## src/rtl/memory_control.sv

```systemverilog
// ---------------------------------------------------------------------------
// memory_control
//
// Arbitrates a single-ported RAM between an instruction cache (read only)
// and a data cache (read/write). A three-state FSM (IDLE, DGNT, IGNT) holds
// the grant. The RAM-side outputs are decoded from the registered grant
// state, so they are zero whenever the FSM is in IDLE or held in reset.
//
// A grant completes in the cycle where the RAM reports ACCESS while the
// granted cache is still requesting. In that cycle the granted wait drops
// combinationally and the load bus carries ramload directly. The same value
// is captured and held until the next completion on that port.
//
// memerr is sticky until reset. It is set by a RAM ERROR status during a
// grant, or when a single grant has seen BUSY_LIMIT non-ACCESS cycles in a
// row. Neither condition aborts the grant.
//
// Optional feature (macro ARB_FAIR_EN):
//   When defined, a simultaneous icache + dcache request in IDLE goes to the
//   icache if the previous completed grant served the dcache. When it is
//   undefined, the dcache always has priority.
//
// Parameters
//   BUSY_LIMIT : non-ACCESS cycles in one grant that set memerr (>= 1)
//
// Ports
//   CLK, nRST          : clock (rising edge), asynchronous active-low reset
//   iREN, iaddr        : icache read request and word address
//   dREN, dWEN         : dcache read / write request
//   daddr, dstore      : dcache address and write data
//   iwait, dwait       : high while the port's request is not complete
//   iload, dload       : read data returned to each cache
//   ramREN, ramWEN     : RAM read / write enables (never both high)
//   ramaddr, ramstore  : RAM address and write data
//   ramload            : RAM read data
//   ramstate           : RAM status FREE=0, BUSY=1, ACCESS=2, ERROR=3
//   memerr             : sticky RAM error / timeout flag
// ---------------------------------------------------------------------------
module memory_control #(
  parameter int BUSY_LIMIT = 15
) (
  input  logic        CLK,
  input  logic        nRST,
  input  logic        iREN,
  input  logic [31:0] iaddr,
  input  logic        dREN,
  input  logic        dWEN,
  input  logic [31:0] daddr,
  input  logic [31:0] dstore,
  output logic        iwait,
  output logic        dwait,
  output logic [31:0] iload,
  output logic [31:0] dload,
  output logic        ramREN,
  output logic        ramWEN,
  output logic [31:0] ramaddr,
  output logic [31:0] ramstore,
  input  logic [31:0] ramload,
  input  logic [1:0]  ramstate,
  output logic        memerr
);

  localparam int CNT_W = (BUSY_LIMIT < 1) ? 1 : $clog2(BUSY_LIMIT + 1);
  localparam logic [CNT_W-1:0] LIMIT = CNT_W'(BUSY_LIMIT);

  localparam logic [1:0] RS_ACCESS = 2'd2;
  localparam logic [1:0] RS_ERROR  = 2'd3;

  typedef enum logic [1:0] {
    IDLE = 2'd0,
    DGNT = 2'd1,
    IGNT = 2'd2
  } state_t;

  state_t           r_state;
  logic [CNT_W-1:0] r_cnt;
  logic             r_memerr;
  logic [31:0]      r_iload;
  logic [31:0]      r_dload;

  logic             w_dreq;
  logic             w_access;
  logic             w_dlive;
  logic             w_ilive;
  logic             w_dcomp;
  logic             w_icomp;
  logic             w_pick_i;
  logic [CNT_W-1:0] w_cnt_nxt;

  assign w_dreq   = dREN | dWEN;
  assign w_access = (ramstate == RS_ACCESS);

  // A grant is only "live" while its cache keeps requesting; a dropped
  // request ends the grant without ever producing a completion.
  assign w_dlive  = (r_state == DGNT) & w_dreq;
  assign w_ilive  = (r_state == IGNT) & iREN;
  assign w_dcomp  = w_dlive & w_access;
  assign w_icomp  = w_ilive & w_access;

  // Saturating so a very long stall cannot wrap the counter back below
  // the limit.
  assign w_cnt_nxt = (r_cnt == LIMIT) ? r_cnt : r_cnt + CNT_W'(1);

`ifdef ARB_FAIR_EN
  // Remembers which port the most recent completed grant served.
  logic r_last_d;

  always_ff @(posedge CLK or negedge nRST) begin
    if (!nRST) begin
      r_last_d <= 1'b0;
    end else if (w_dcomp) begin
      r_last_d <= 1'b1;
    end else if (w_icomp) begin
      r_last_d <= 1'b0;
    end
  end

  assign w_pick_i = iREN & (~w_dreq | r_last_d);
`else
  assign w_pick_i = iREN & ~w_dreq;
`endif

  // Grant FSM, busy counter, error flag and load capture.
  always_ff @(posedge CLK or negedge nRST) begin
    if (!nRST) begin
      r_state  <= IDLE;
      r_cnt    <= '0;
      r_memerr <= 1'b0;
      r_iload  <= '0;
      r_dload  <= '0;
    end else begin
      case (r_state)
        IDLE: begin
          // Every grant is entered from IDLE, so clearing here gives each
          // grant a fresh count.
          r_cnt <= '0;
          if (w_pick_i) begin
            r_state <= IGNT;
          end else if (w_dreq) begin
            r_state <= DGNT;
          end
        end

        DGNT, IGNT: begin
          if (!(w_dlive | w_ilive)) begin
            r_state <= IDLE;
          end else if (w_access) begin
            r_state <= IDLE;
            if (r_state == DGNT) begin
              r_dload <= ramload;
            end else begin
              r_iload <= ramload;
            end
          end else begin
            r_cnt <= w_cnt_nxt;
            if (w_cnt_nxt == LIMIT || ramstate == RS_ERROR) begin
              r_memerr <= 1'b1;
            end
          end
        end

        default: begin
          r_state <= IDLE;
        end
      endcase
    end
  end

  // RAM side decode: only a grant state drives the bus.
  always_comb begin
    ramREN   = 1'b0;
    ramWEN   = 1'b0;
    ramaddr  = '0;
    ramstore = '0;
    case (r_state)
      DGNT: begin
        ramaddr  = daddr;
        ramstore = dstore;
        ramWEN   = dWEN;
        ramREN   = dREN & ~dWEN;
      end
      IGNT: begin
        ramaddr  = iaddr;
        ramREN   = iREN;
      end
      default: begin
        ramREN   = 1'b0;
      end
    endcase
  end

  // Cache side: wait drops and the load bus passes ramload through only
  // in the completion cycle; otherwise the captured value is held.
  assign iwait  = ~w_icomp;
  assign dwait  = ~w_dcomp;
  assign iload  = w_icomp ? ramload : r_iload;
  assign dload  = w_dcomp ? ramload : r_dload;
  assign memerr = r_memerr;

endmodule
```

## config.mk

```make
export PLATFORM = sky130hd
export DESIGN_NAME = memory_control
export DESIGN_NICKNAME = d
export VERILOG_FILES = /design/src/rtl/memory_control.sv
export SDC_FILE = /design/constraint.sdc
export NUM_CORES = 1
export LEC_CHECK = 0
export ABC_CLOCK_PERIOD_IN_PS = 3600
export BUFFER_PORTS_ARGS = -buffer_cell sky130_fd_sc_hd__buf_2
export CAP_MARGIN = 30
export CELL_PAD_IN_SITES_DETAIL_PLACEMENT = 1
export CELL_PAD_IN_SITES_GLOBAL_PLACEMENT = 2
export CORE_ASPECT_RATIO = 1.75
export CORE_MARGIN = 2
export CORE_UTILIZATION = 27
export CTS_CLUSTER_SIZE = 40
export DETAILED_ROUTE_END_ITERATION = 10
export PLACE_DENSITY_LB_ADDON = 0.1
export SYNTH_ARGS = -nofsm -noshare
export SYNTH_HDL_FRONTEND = slang
export SYNTH_SLANG_ARGS = --single-unit
```

## constraint.sdc

```tcl
create_clock -name CLK -period 3.6 [get_ports CLK]
set_clock_uncertainty 0.05 [all_clocks]
set_input_delay 0.18 -clock CLK [delete_from_list [all_inputs] [get_ports CLK]]
set_output_delay 0.18 -clock CLK [all_outputs]
set_load 0.01 [all_outputs]
```

; ---- Word level (Yosys, flattened, before mapping)
; Cells that the tools add are included.
[classes]
addsub = 1
n_eq_ne = 10
n_mux = 15
bitwise = 14
n_reduce_logical = 9
[op_table]
columns = op, n
row1 = $mux W32, 3
row2 = $pmux W32 S2, 1
row3 = $mux W4, 3
row4 = $reduce_and A4 Y1, 3
row5 = $eq A4 B4 Y1 const B, 2
row6 = $mux W2, 4
row7 = $pmux W4 S2, 1
row8 = $and A1 B1 Y1, 6
row9 = $eq A2 B2 Y1 const B, 3
row10 = $ne A3 B3 Y1 const B, 2
row11 = $not A1 Y1, 6
row12 = $add A4 B1 Y4 const B, 1
row13 = $ne A2 B2 Y1 const B, 2
row14 = $pmux W2 S2, 1
row15 = $reduce_and A3 Y1, 1
row16 = $eq A2 B1 Y1 const B, 1
row17 = $logic_not A2 Y1, 1
row18 = $or A1 B1 Y1, 2
row19 = $pmux W1 S2, 1
row20 = $reduce_and A2 Y1, 1
row21 = $reduce_bool A2 Y1, 1
row22 = $reduce_or A2 Y1, 1
row23 = $logic_or A1 B1 Y1, 1
row24 = $mux W1, 1
[word_totals]
ff_bits = 71
out_inout_bits = 133
elab_cells = 54

; ---- Longest topological paths before layout
; Gate-level depths: netlist (run 1).
[depth]
ltp_word = 5
mapped_depth = 7

; ---- Least setup slack after synthesis (run 1)
; Ideal clock, no wire load.
[synth_path]
path_type = reg2out
from = reg r_state[1]
to = out dload[30]
arrival_ns = 1.756
setup_slack_ns = 1.614
path_stages_with_launch = 7
path_buffers = 1
path_cell_list = dfrtp_1 > inv_1 > ha_1 > o21ai_2 > nor3b_4 > buf_4 > mux2_1
[synth_between]
elab_chain_len = 4
[synth_lines]
columns = item, line_no
row1 = start: declaration, 75  ; state_t r_state;
row2 = start signal: assignment, 126  ; r_state <= IDLE;
row3 = start signal: assignment, 138  ; r_state <= IGNT;
row4 = start signal: assignment, 140  ; r_state <= DGNT;
row5 = $eq A2 B1 Y1, 95  ; assign w_dlive = (r_state == DGNT) & w_dreq;
row6 = $and A1 B1 Y1, 95
row7 = $and A1 B1 Y1, 97  ; assign w_dcomp = w_dlive & w_access;
row8 = $mux W32, 197  ; assign dload = w_dcomp ? ramload : r_dload;
row9 = end: declaration, 53  ; output logic [31:0] dload,
; Every way passes these cells.

; ---- Worst setup path in the final report (run 1)
[layout_path]
from = reg r_state[0]
to = out iload[16]
[layout_between]
elab_chain_len = 4
[layout_lines]
columns = item, line_no
row1 = $eq A2 B2 Y1, 96  ; assign w_ilive = (r_state == IGNT) & iREN;
row2 = $and A1 B1 Y1, 96
row3 = $and A1 B1 Y1, 98  ; assign w_icomp = w_ilive & w_access;
row4 = $mux W32, 196  ; assign iload = w_icomp ? ramload : r_iload;
row5 = end: declaration, 52  ; output logic [31:0] iload,
; Every way passes these cells.

==> results of run 1 <==
## kinds of logic (layout without fill, tap and decap cells)
family / after synthesis / after routing
fa+ha+maj: 5 / 5
compound gates: 51 / 51
xor+xnor: 1 / 1
flops: 71 / 71
simple gates: 85 / 85
buf+inv: 33 / 299
mux: 130 / 130
## layout make-up
| class | instances | area [sq um] |
|---|---|---|
| clock buffer | 10 | 239 |
| clock inverter | 6 | 92.6 |
| fill | 1837 | 9550 |
| inverter | 6 | 22.5 |
| multi-input combinational | 272 | 2370 |
| sequential | 71 | 1780 |
| tap | 189 | 236 |
| timing repair buffer | 277 | 1440 |
## registers in the layout (all words and copies together) (netlist names)
| register | count |
|---|---|
| r_cnt | 4 |
| r_dload | 32 |
| memerr | 1 |
| r_state | 2 |
| r_iload | 32 |
## layer usage
metal  wire length, microns  part of all wire  vias to the layer above  track usage
met4                    144             0.010                        0       0.0429
li1                       -                 -                     1867            -
met1                   4940              0.35                     1912        0.159
met5                      0                 0                        -            0
met2                   7840              0.56                      178        0.330
met3                   1120             0.080                        9       0.0482
## per-stage QoR
step | hold WS (ns) | total power, mW | setup slack (ns) | cell area (sq um)
floorplan | -0.166 | 2.78 | 1.61 | 4290
global placement | 0.327 | 3.70 | 1.01 | 5800
detailed placement | 0.337 | 3.74 | 0.929 | 5800
CTS | 0.0566 | 4.76 | 0.723 | 6140
global route | 0.0688 | 5.02 | 0.596 | 6170
finish | 0.0676 | 4.65 | 0.768 | 6170
## power breakdown
group / total (mW) / internal (mW) / switching, mW / leakage, nW
logic: 2.40 / 1.15 / 1.25 / 2.21
clock network: 0.978 / 0.629 / 0.349 / 0.155
registers: 1.28 / 1.12 / 0.163 / 0.924
## cell usage in the layout, fill, tap and decap left out, drive strengths merged
cell	count
nor2b	1
xnor2	1
bufinv	2
a41o	1
dlygate4sd3	1
o41ai	1
a211oi	2
a21oi	8
and2b	1
o21a	1
buf	276
nor2	35
and2	33
clkinvlp	2
clkinv	1
ha	5
nor3	2
nor3b	2
clkbuf	10
nand2	6
nand3b	1
a211o	1
o21ai	3
a21o	1
mux2	128
dfrtp	71
a22oi	32
inv	7
o22ai	1
mux2i	2
nand3	4
## worst max path at each step
| stage | end | cells past startpoint |
|---|---|---|
| after CTS | iload[15] | 7 |
| after detailed placement | r_iload[6] | 7 |
| after global routing | iload[18] | 7 |
| after floorplan | dload[30] | 6 |
| after global placement | r_iload[6] | 7 |
| final | iload[16] | 7 |
## worst max-delay path, delay by kind of cell (launching register included)
family                     cells  cell delay, ns
and+or+nand+nor                1            0.39
adders and majority gates      1            0.17
DFF                            1            0.40
muxes                          1            0.31
buffers and inverters          4            0.97
==> metrics.txt, run 1 <==
overall routing resource usage=0.164; Synth Area in XOR/XNOR=0.00204; worst reg-to-reg path cell count=7; register-to-register setup slack=0.97 ns; Syn. warnings=0; R2R Path End=r_iload[19]; number of synthesized register bits=71; I/O pin total=268; Synth Cell Area=4290 sq um; Synth Net Count=516; post-route minimum period=2.83 ns; sequential share of the synthesized area=0.414; ys flop type=dfrtp_1; Max Slew Vio Count=0; vias in the first global route=4,420; Synth-to-Final Area Change=43.9%; CTS tree=done; Crit. End Element=output port; count of non-filler cells in the finished layout=831; # nets final=777; TNS Setup=0 ns; Max rail drop VDD=0.000287 V; reg-to-reg startpoint=r_state[0]; DR pass1 iterations=4; main combinational cell family by area after synthesis=multiplexers; worst-skew pair later-pin latency=0.33 ns; detailed-route via count=3,966; crit path max fanout=34; CP max stage delay=0.40 ns; cts repair resizes=0; Post-synth EDFFs=0; hold crit path type=in2reg; die width=99.3 microns; cell count after synthesis=376; Setup Fix Bufs, Post-CTS=0; Iteration-0 DRC Markers=94; top cells by area, synth=dfrtp_1 (41%), mux2_2 (33%), a22oi_1 (5.6%); slew margin rel.=0.603; Leak=3.29 nW; post-synth top area share=0.414; Antenna diodes=0; Root Buffer=clkbuf_16; crit path DAT=2.60 ns; via density per instance=4.77; placed insts=813; IO buf count=267; fin crit share=0.787; Async SR Flop Fraction=1.00; largest net degree at the start of global routing=72; Max Cap Viol=0; Routed WL=14,000 microns; final setup vio count=0; critical path class=reg2out; count leader, synth=mux2_2; Clock Pin Slew Worst Setup and Hold Paths=0.06 ns; worst path cell trace=inv_1 -> ha_1 -> buf_4 -> nand3_2 -> buf_4 -> mux2_2 -> buf_2; total die area=16,900 sq um; Avg Inst Size Synth=11.4 sq um; antenna-violating nets left=0; first-pass GRT wire length=22,100 microns; height of the chip=171 microns; core area=15,700 sq um; CTS Buf Count=9; Synth Area in Adders=0.0146; Detailed Place HPWL=10,700 microns; row count=61; Compound-Gate Fraction of Synth Area=0.0866; top post-synthesis cells by count=mux2_2 (126), dfrtp_1 (71), nor2_1 (35); Crit-path slowest cell=dfrtp_1; Placer Congestion=0.728; hold buffer count at cts=1; FMAX=0.353 GHz; post-synth top area cell=dfrtp_1; Initial Util=0.273; status=finished clean; Setup crit start=r_state[0]; Worst Setup Start Kind=flop; Power per Cell Area=754 nW/um^2; Worst Max-Slew Pin Slew=0.596 ns; Synth Area in Simple Gates=0.106; share of layout cells above drive strength 1=0.662; WP data required=3.37 ns; gr ovfl total=0; routed len/inst=16.9 microns; final core utilization=0.393; HP Start=ramload[9]; CTS sink cnt=71; RSZ-0062 raised after global routing=false; Yosys cell types=36; CTS Buffer Depth=2; worst hold endpoint=r_iload[9]; DRC errors left=0; H-Tree Depth=3; hold path depth=2; antenna violations before repair=0; CP most frequent cell=buf_4; post-synthesis mux area share=0.341; Final Hold Fails=0
Note: power is estimated with default switching activity, not from simulation.
==> inputs of run 2 (changes only) <==
- ABC_CLOCK_PERIOD_IN_PS: 3600 -> 2750
- CORE_UTILIZATION: 27 -> 25
- clock period: 3.6 -> 2.75 ns (I/O delays scaled with it)
==> run 2 against run 1 <==
Register-to-register slack got worse by 0.54 ns. Wire length rose by 4.6%. Largest power group unchanged. Die area rose by 7.7%. Largest cell class unchanged.
==> metrics.txt, run 2 (synthesis gave the netlist of run 1 again) <==
Initial Util=0.254 (was 0.273); fin crit share=0.901; switching power=2.33 mW (was 1.76 mW); register-to-register setup slack=0.43 ns (was 0.97 ns); FMAX=0.404 GHz; final non-filler cell area=6250 sq um (was 6170 sq um); via density per instance=4.63 (was 4.77); Detailed Place HPWL=11,200 microns (was 10,700 microns); crit path DAT=2.29 ns (was 2.60 ns); Routed WL=14,700 microns (was 14,000 microns); Iteration-0 DRC Markers=78 (was 94); Max Slew Vio Count=0 (unchanged); Power per Cell Area=977 nW/um^2 (was 754 nW/um^2); first-pass GRT wire length=22,600 microns (was 22,100 microns); placed cell area=5890 sq um (was 5800 sq um); Leak=3.30 nW (was 3.29 nW); detailed-route via count=4,021 (was 3,966); Max Cap Viol=0 (unchanged); H-Tree Depth=3 (unchanged); Worst Setup Start Kind=flop (unchanged); CTS Buf Count=9 (unchanged); RSZ-0062 raised after global routing=false (unchanged); critical path class=reg2out (unchanged); height of the chip=177 microns (was 171 microns); post-route minimum period=2.48 ns; commonest cells after routing, fill and taps aside=buf_2 (266), mux2_2 (126), dfrtp_1 (71) (unchanged); # nets final=776 (was 777); CP delay by family, top=buffers and inverters (unchanged); CTS sink cnt=71 (unchanged); CTS Buffer Depth=2 (unchanged); share of layout cells above drive strength 1=0.660 (was 0.662); DR pass1 iterations=4 (unchanged); CTS tree=done (unchanged); Gate power share=0.518 (was 0.515); Crit. End Element=output port (unchanged); largest net degree at the start of global routing=72 (unchanged); antenna-violating nets left=0 (unchanged); hold path depth=2 (unchanged); reg-to-reg startpoint=r_state[0] (unchanged); IO buf count=267 (unchanged); worst reg-to-reg path cell count=7 (unchanged); Int Pwr=3.78 mW (was 2.90 mW); R2R Path End=r_dload[13] (was r_iload[19]); most common cell after layout, fill and taps aside=buf_2 (unchanged); Final Hold Fails=0 (unchanged); post-route setup slack=0.272 ns (was 0.768 ns); count of non-filler cells in the finished layout=868 (was 831); HP Start=ramload[26] (was ramload[9]); row count=63 (was 61); routed len/inst=16.9 microns (about the same); Max rail drop VDD=0.000320 V (was 0.000287 V); die width=103 microns (was 99.3 microns); Flop pwr share=0.273 (was 0.275); worst path cell trace=inv_1 -> ha_2 -> o21ai_2 -> nor3b_4 -> buf_12 -> mux2_2 -> buf_2 (was inv_1 -> ha_1 -> buf_4 -> nand3_2 -> buf_4 -> mux2_2 -> buf_2); Placer Congestion=0.742 (was 0.728); slew margin rel.=0.626 (was 0.603); worst hold endpoint=r_iload[26] (was r_iload[9]); total die area=18,300 sq um (was 16,900 sq um); Worst Path Buf+Inv=3 (was 4); Synth-to-Final Area Change=45.8% (was 43.9%); I/O pin total=268 (unchanged); WP data required=2.56 ns (was 3.37 ns); hold crit path type=in2reg (unchanged); final setup vio count=0 (unchanged); Setup Fix Bufs, Post-CTS=0 (unchanged); proportion of power drawn by the clock network=0.208 (was 0.210); worst-skew pair later-pin latency=0.33 ns (about the same); Antenna diodes=0 (unchanged); CP max stage delay=0.39 ns (was 0.40 ns); Clock Pin Slew Worst Setup and Hold Paths=0.06 ns (about the same); antenna violations before repair=0 (unchanged); final core utilization=0.371 (was 0.393); overall routing resource usage=0.161 (was 0.164); top flop regs=r_dload (32), r_iload (32), r_cnt (4) (unchanged); crit path max fanout=33 (was 34); vias in the first global route=4,407 (was 4,420); status=finished clean (unchanged); switch share=0.381 (was 0.378); Worst Max-Slew Pin Slew=0.561 ns (was 0.596 ns); DRC errors left=0 (unchanged); core area=16,900 sq um (was 15,700 sq um); TNS Setup=0 ns (unchanged); gr ovfl total=0 (unchanged); Crit-path slowest cell=dfrtp_1 (unchanged); Root Buffer=clkbuf_16 (unchanged); placed insts=850 (was 813); pre-CTS setup slack=0.425 ns (was 0.929 ns)
run 2: cell count changes in the layout (fill, tap and decap cells not counted), sizes merged:
cell	before	now
inv	7	8
buf	276	275
clkinv	1	0
run 2: timing repair:
item,CTS,global route
gates resized for setup,0,0
hold buffers,1,0
endpoints found under the hold margin,71,0
run 2: cell type report:
type | instances | area [sq um]
fillers | 2003 | 10600
multi-input cells | 272 | 2370
flip-flops and latches | 71 | 1780
repair buffers | 276 | 1480
well taps | 227 | 284
clock buffers | 10 | 229
clock inverters | 6 | 92.6
inverters | 6 | 22.5
run 2: worst reg2reg max path, cell delays in order (launching register included):
cell and delay (ns):
dfrtp_1 0.40, inv_1 0.12, ha_1 0.20, buf_4 0.36, nand2_1 0.26, a21oi_4 0.20, buf_12 0.22, mux2_2 0.40
run 2: layer usage:
layer / share of wire / GRT usage / wire length, microns / vias up
met4: 0.014 / 0.0477 / 208 / 0
met5: 0 / 0 / 0 / -
li1: - / - / - / 1869
met3: 0.080 / 0.0470 / 1180 / 11
met1: 0.34 / 0.158 / 5000 / 1955
met2: 0.56 / 0.314 / 8300 / 186
run 2: worst max path at each step:
stage | startpoint | end | slack (ns) | depth (start not counted)
global placement | r_state[0] | r_dload[4] | 0.53 | 7
global route | r_state[1] | dload[20] | 0.15 | 7
finish | r_state[1] | dload[15] | 0.27 | 7
CTS | r_state[1] | dload[12] | 0.21 | 7
detailed placement | r_state[0] | r_dload[7] | 0.42 | 7
floorplan | r_state[1] | dload[30] | 0.81 | 6
run 2: power by group through the flow:
stage                     sequential [mW]  combinational, mW  clock [mW]
final                                1.67               3.17        1.27
after global routing                 1.73               3.51        1.35
after CTS                            1.68               3.26        1.31
after detailed placement             1.69               3.24           0
after global placement               1.67               3.18           0
after floorplan                      1.62               2.02           0
run 2: metrics by stage:
stage / power, mW / hold WS (ns)
after CTS: 6.25 / 0.00462
after global routing: 6.60 / 0.0138
after detailed placement: 4.94 / 0.299
final: 6.11 / 0.0122
after floorplan: 3.64 / -0.208
after global placement: 4.85 / 0.287
==> inputs of run 3 (changes only) <==
- PLACE_DENSITY: not set -> 0.82
- PLACE_DENSITY_LB_ADDON: 0.1 -> not set
==> run 3 against run 2 <==
Critical path depth stayed put. Cell count up 0.46%. Die area stayed put. Non-clock buffer count increased by 4. Sequential share of layout area is 0.22 points higher. Clock power is 10% lower. Clock-buffer cell count rose by 3. Sequential power barely moved. Worst hold slack gained 0.026 ns.
==> metrics.txt, run 3 (synthesis gave the netlist of run 1 again) <==
status=finished clean (unchanged); hold crit path type=in2reg (unchanged); largest net degree at the start of global routing=72 (unchanged); Leak=3.29 nW (was 3.30 nW); Final Hold Fails=0 (unchanged); RSZ-0062 raised after global routing=false (unchanged); via density per instance=4.62 (was 4.63); H-Tree Depth=3 (unchanged); Max Slew Vio Count=0 (unchanged); critical path class=reg2out (unchanged); final core utilization=0.368 (was 0.371); Worst Setup Start Kind=flop (unchanged); Fill cells=1,999 (was 2,003); Clock Pin Slew Worst Setup and Hold Paths=0.06 ns (about the same); CP max stage delay=0.41 ns (was 0.39 ns); Iteration-0 DRC Markers=71 (was 78); commonest cells after routing, fill and taps aside=buf_2 (266), mux2_2 (126), dfrtp_1 (71) (unchanged); Max rail drop VDD=0.000405 V (was 0.000320 V); slew margin rel.=0.630 (was 0.626); TNS Setup=0 ns (unchanged); total die area=18,300 sq um (unchanged); fin crit share=0.904 (was 0.901); share of layout cells above drive strength 1=0.659 (was 0.660); Worst Path Buf+Inv=3 (unchanged); WP data required=2.56 ns (about the same); Worst Max-Slew Pin Slew=0.555 ns (was 0.561 ns); CTS tree=done (unchanged); Crit-path slowest cell=dfrtp_1 (unchanged); first-pass GRT wire length=22,000 microns (was 22,600 microns); Antenna diodes=0 (unchanged); multi-input logic area=2370 sq um (unchanged); count of non-filler cells in the finished layout=872 (was 868); Synth-to-Final Area Change=44.6% (was 45.8%); worst-case hold slack=0.0381 ns (was 0.0122 ns); Routed WL=14,500 microns (was 14,700 microns); core area=16,900 sq um (unchanged); met3 WL=921 microns (was 1180 microns); vias in the first global route=4,365 (was 4,407); antenna-violating nets left=0 (unchanged); post-route setup slack=0.265 ns (was 0.272 ns); Crit. End Element=output port (unchanged); CTS sink cnt=71 (unchanged); height of the chip=177 microns (unchanged); final non-filler cell area=6200 sq um (was 6250 sq um); most common cell after layout, fill and taps aside=buf_2 (unchanged); FMAX=0.402 GHz (was 0.404 GHz); placed insts=854 (was 850); final setup vio count=0 (unchanged); Max Cap Viol=0 (unchanged); DR top layer=met4 (unchanged); # nets final=780 (was 776); crit path max fanout=21 (was 33); die width=103 microns (unchanged); worst reg-to-reg path cell count=7 (unchanged); I/O pin total=268 (unchanged); Placer Congestion=0.776 (was 0.742); DRC errors left=0 (unchanged); routed len/inst=16.7 microns (was 16.9 microns); worst-skew pair later-pin latency=0.33 ns (about the same); Detailed Place HPWL=11,600 microns (was 11,200 microns); cts repair resizes=0 (unchanged); gr ovfl total=0 (unchanged); pre-CTS setup slack=0.515 ns (was 0.425 ns); placed cell area=5870 sq um (was 5890 sq um); Pwr Total=5.98 mW (was 6.11 mW); DR pass1 iterations=4 (unchanged); met2 wire length=8450 microns (was 8300 microns); Levels on crit path=7 (unchanged); worst path cell trace=inv_1 -> ha_2 -> o21ai_2 -> nor3b_4 -> buf_4 -> mux2_2 -> buf_2 (was inv_1 -> ha_2 -> o21ai_2 -> nor3b_4 -> buf_12 -> mux2_2 -> buf_2); Reg area=1780 sq um (unchanged); Initial Util=0.254 (unchanged); Metal-1 WL=4850 microns (was 5000 microns); antenna violations before repair=0 (unchanged); overall routing resource usage=0.156 (was 0.161); crit path DAT=2.30 ns (was 2.29 ns); CP delay by family, top=buffers and inverters (unchanged); detailed-route via count=4,030 (was 4,021); CTS Buf Count=9 (unchanged); Root Buffer=clkbuf_16 (unchanged); post-route minimum period=2.49 ns (was 2.48 ns); CTS Buffer Depth=2 (unchanged); Setup Fix Bufs, Post-CTS=0 (unchanged); hold path depth=2 (unchanged); row count=63 (unchanged); top flop regs=r_dload (32), r_iload (32), r_cnt (4) (unchanged); IO buf count=267 (unchanged); Power per Cell Area=964 nW/um^2 (was 977 nW/um^2)
## run 3: area by class of cell
cell class              instances  share of cell area
inverters                       6             0.00363
repair buffers                280               0.235
well taps                     227              0.0458
clock inverters                 3             0.00686
clock buffers                  13              0.0403
multi-input cells             272               0.382
flip-flops and latches         71               0.286
## run 3: path summary, 6_finish.rpt
check / start / to / slack (ns)
max: r_state[1] / dload[10] / 0.26
min: ramload[29] / r_dload[29] / 0.04
max reg2reg: r_state[0] / r_dload[28] / 0.52
min reg2reg: memerr / memerr / 0.40
max in group asynchronous: nRST / r_iload[23] / 2.02
min in group asynchronous: nRST / r_iload[7] / 0.33
## run 3: metal layers
| layer | vias up | track usage |
|---|---|---|
| li1 | 1876 | - |
| met1 | 1940 | 0.148 |
| met2 | 198 | 0.315 |
| met3 | 16 | 0.0265 |
| met4 | 0 | 0.0625 |
| met5 | - | 0 |
## run 3: power breakdown
part	switching [mW]	internal (mW)	total [mW]
clock network	0.416	0.726	1.14
logic	1.64	1.51	3.15
registers	0.226	1.46	1.69
total	2.28	3.70	5.98
## run 3: repair_timing
action                     4_1_cts  5_1_grt
setup endpoints to repair        0        0
hold buffers                     1        0
hold endpoints to repair        71        0
## run 3: worst register-to-register path: stages (launching register included)
cell	delay, ns
dfrtp_1	0.40
inv_1	0.11
ha_1	0.23
buf_4	0.25
nand2_1	0.20
a21oi_4	0.17
buf_4	0.30
mux2_2	0.39
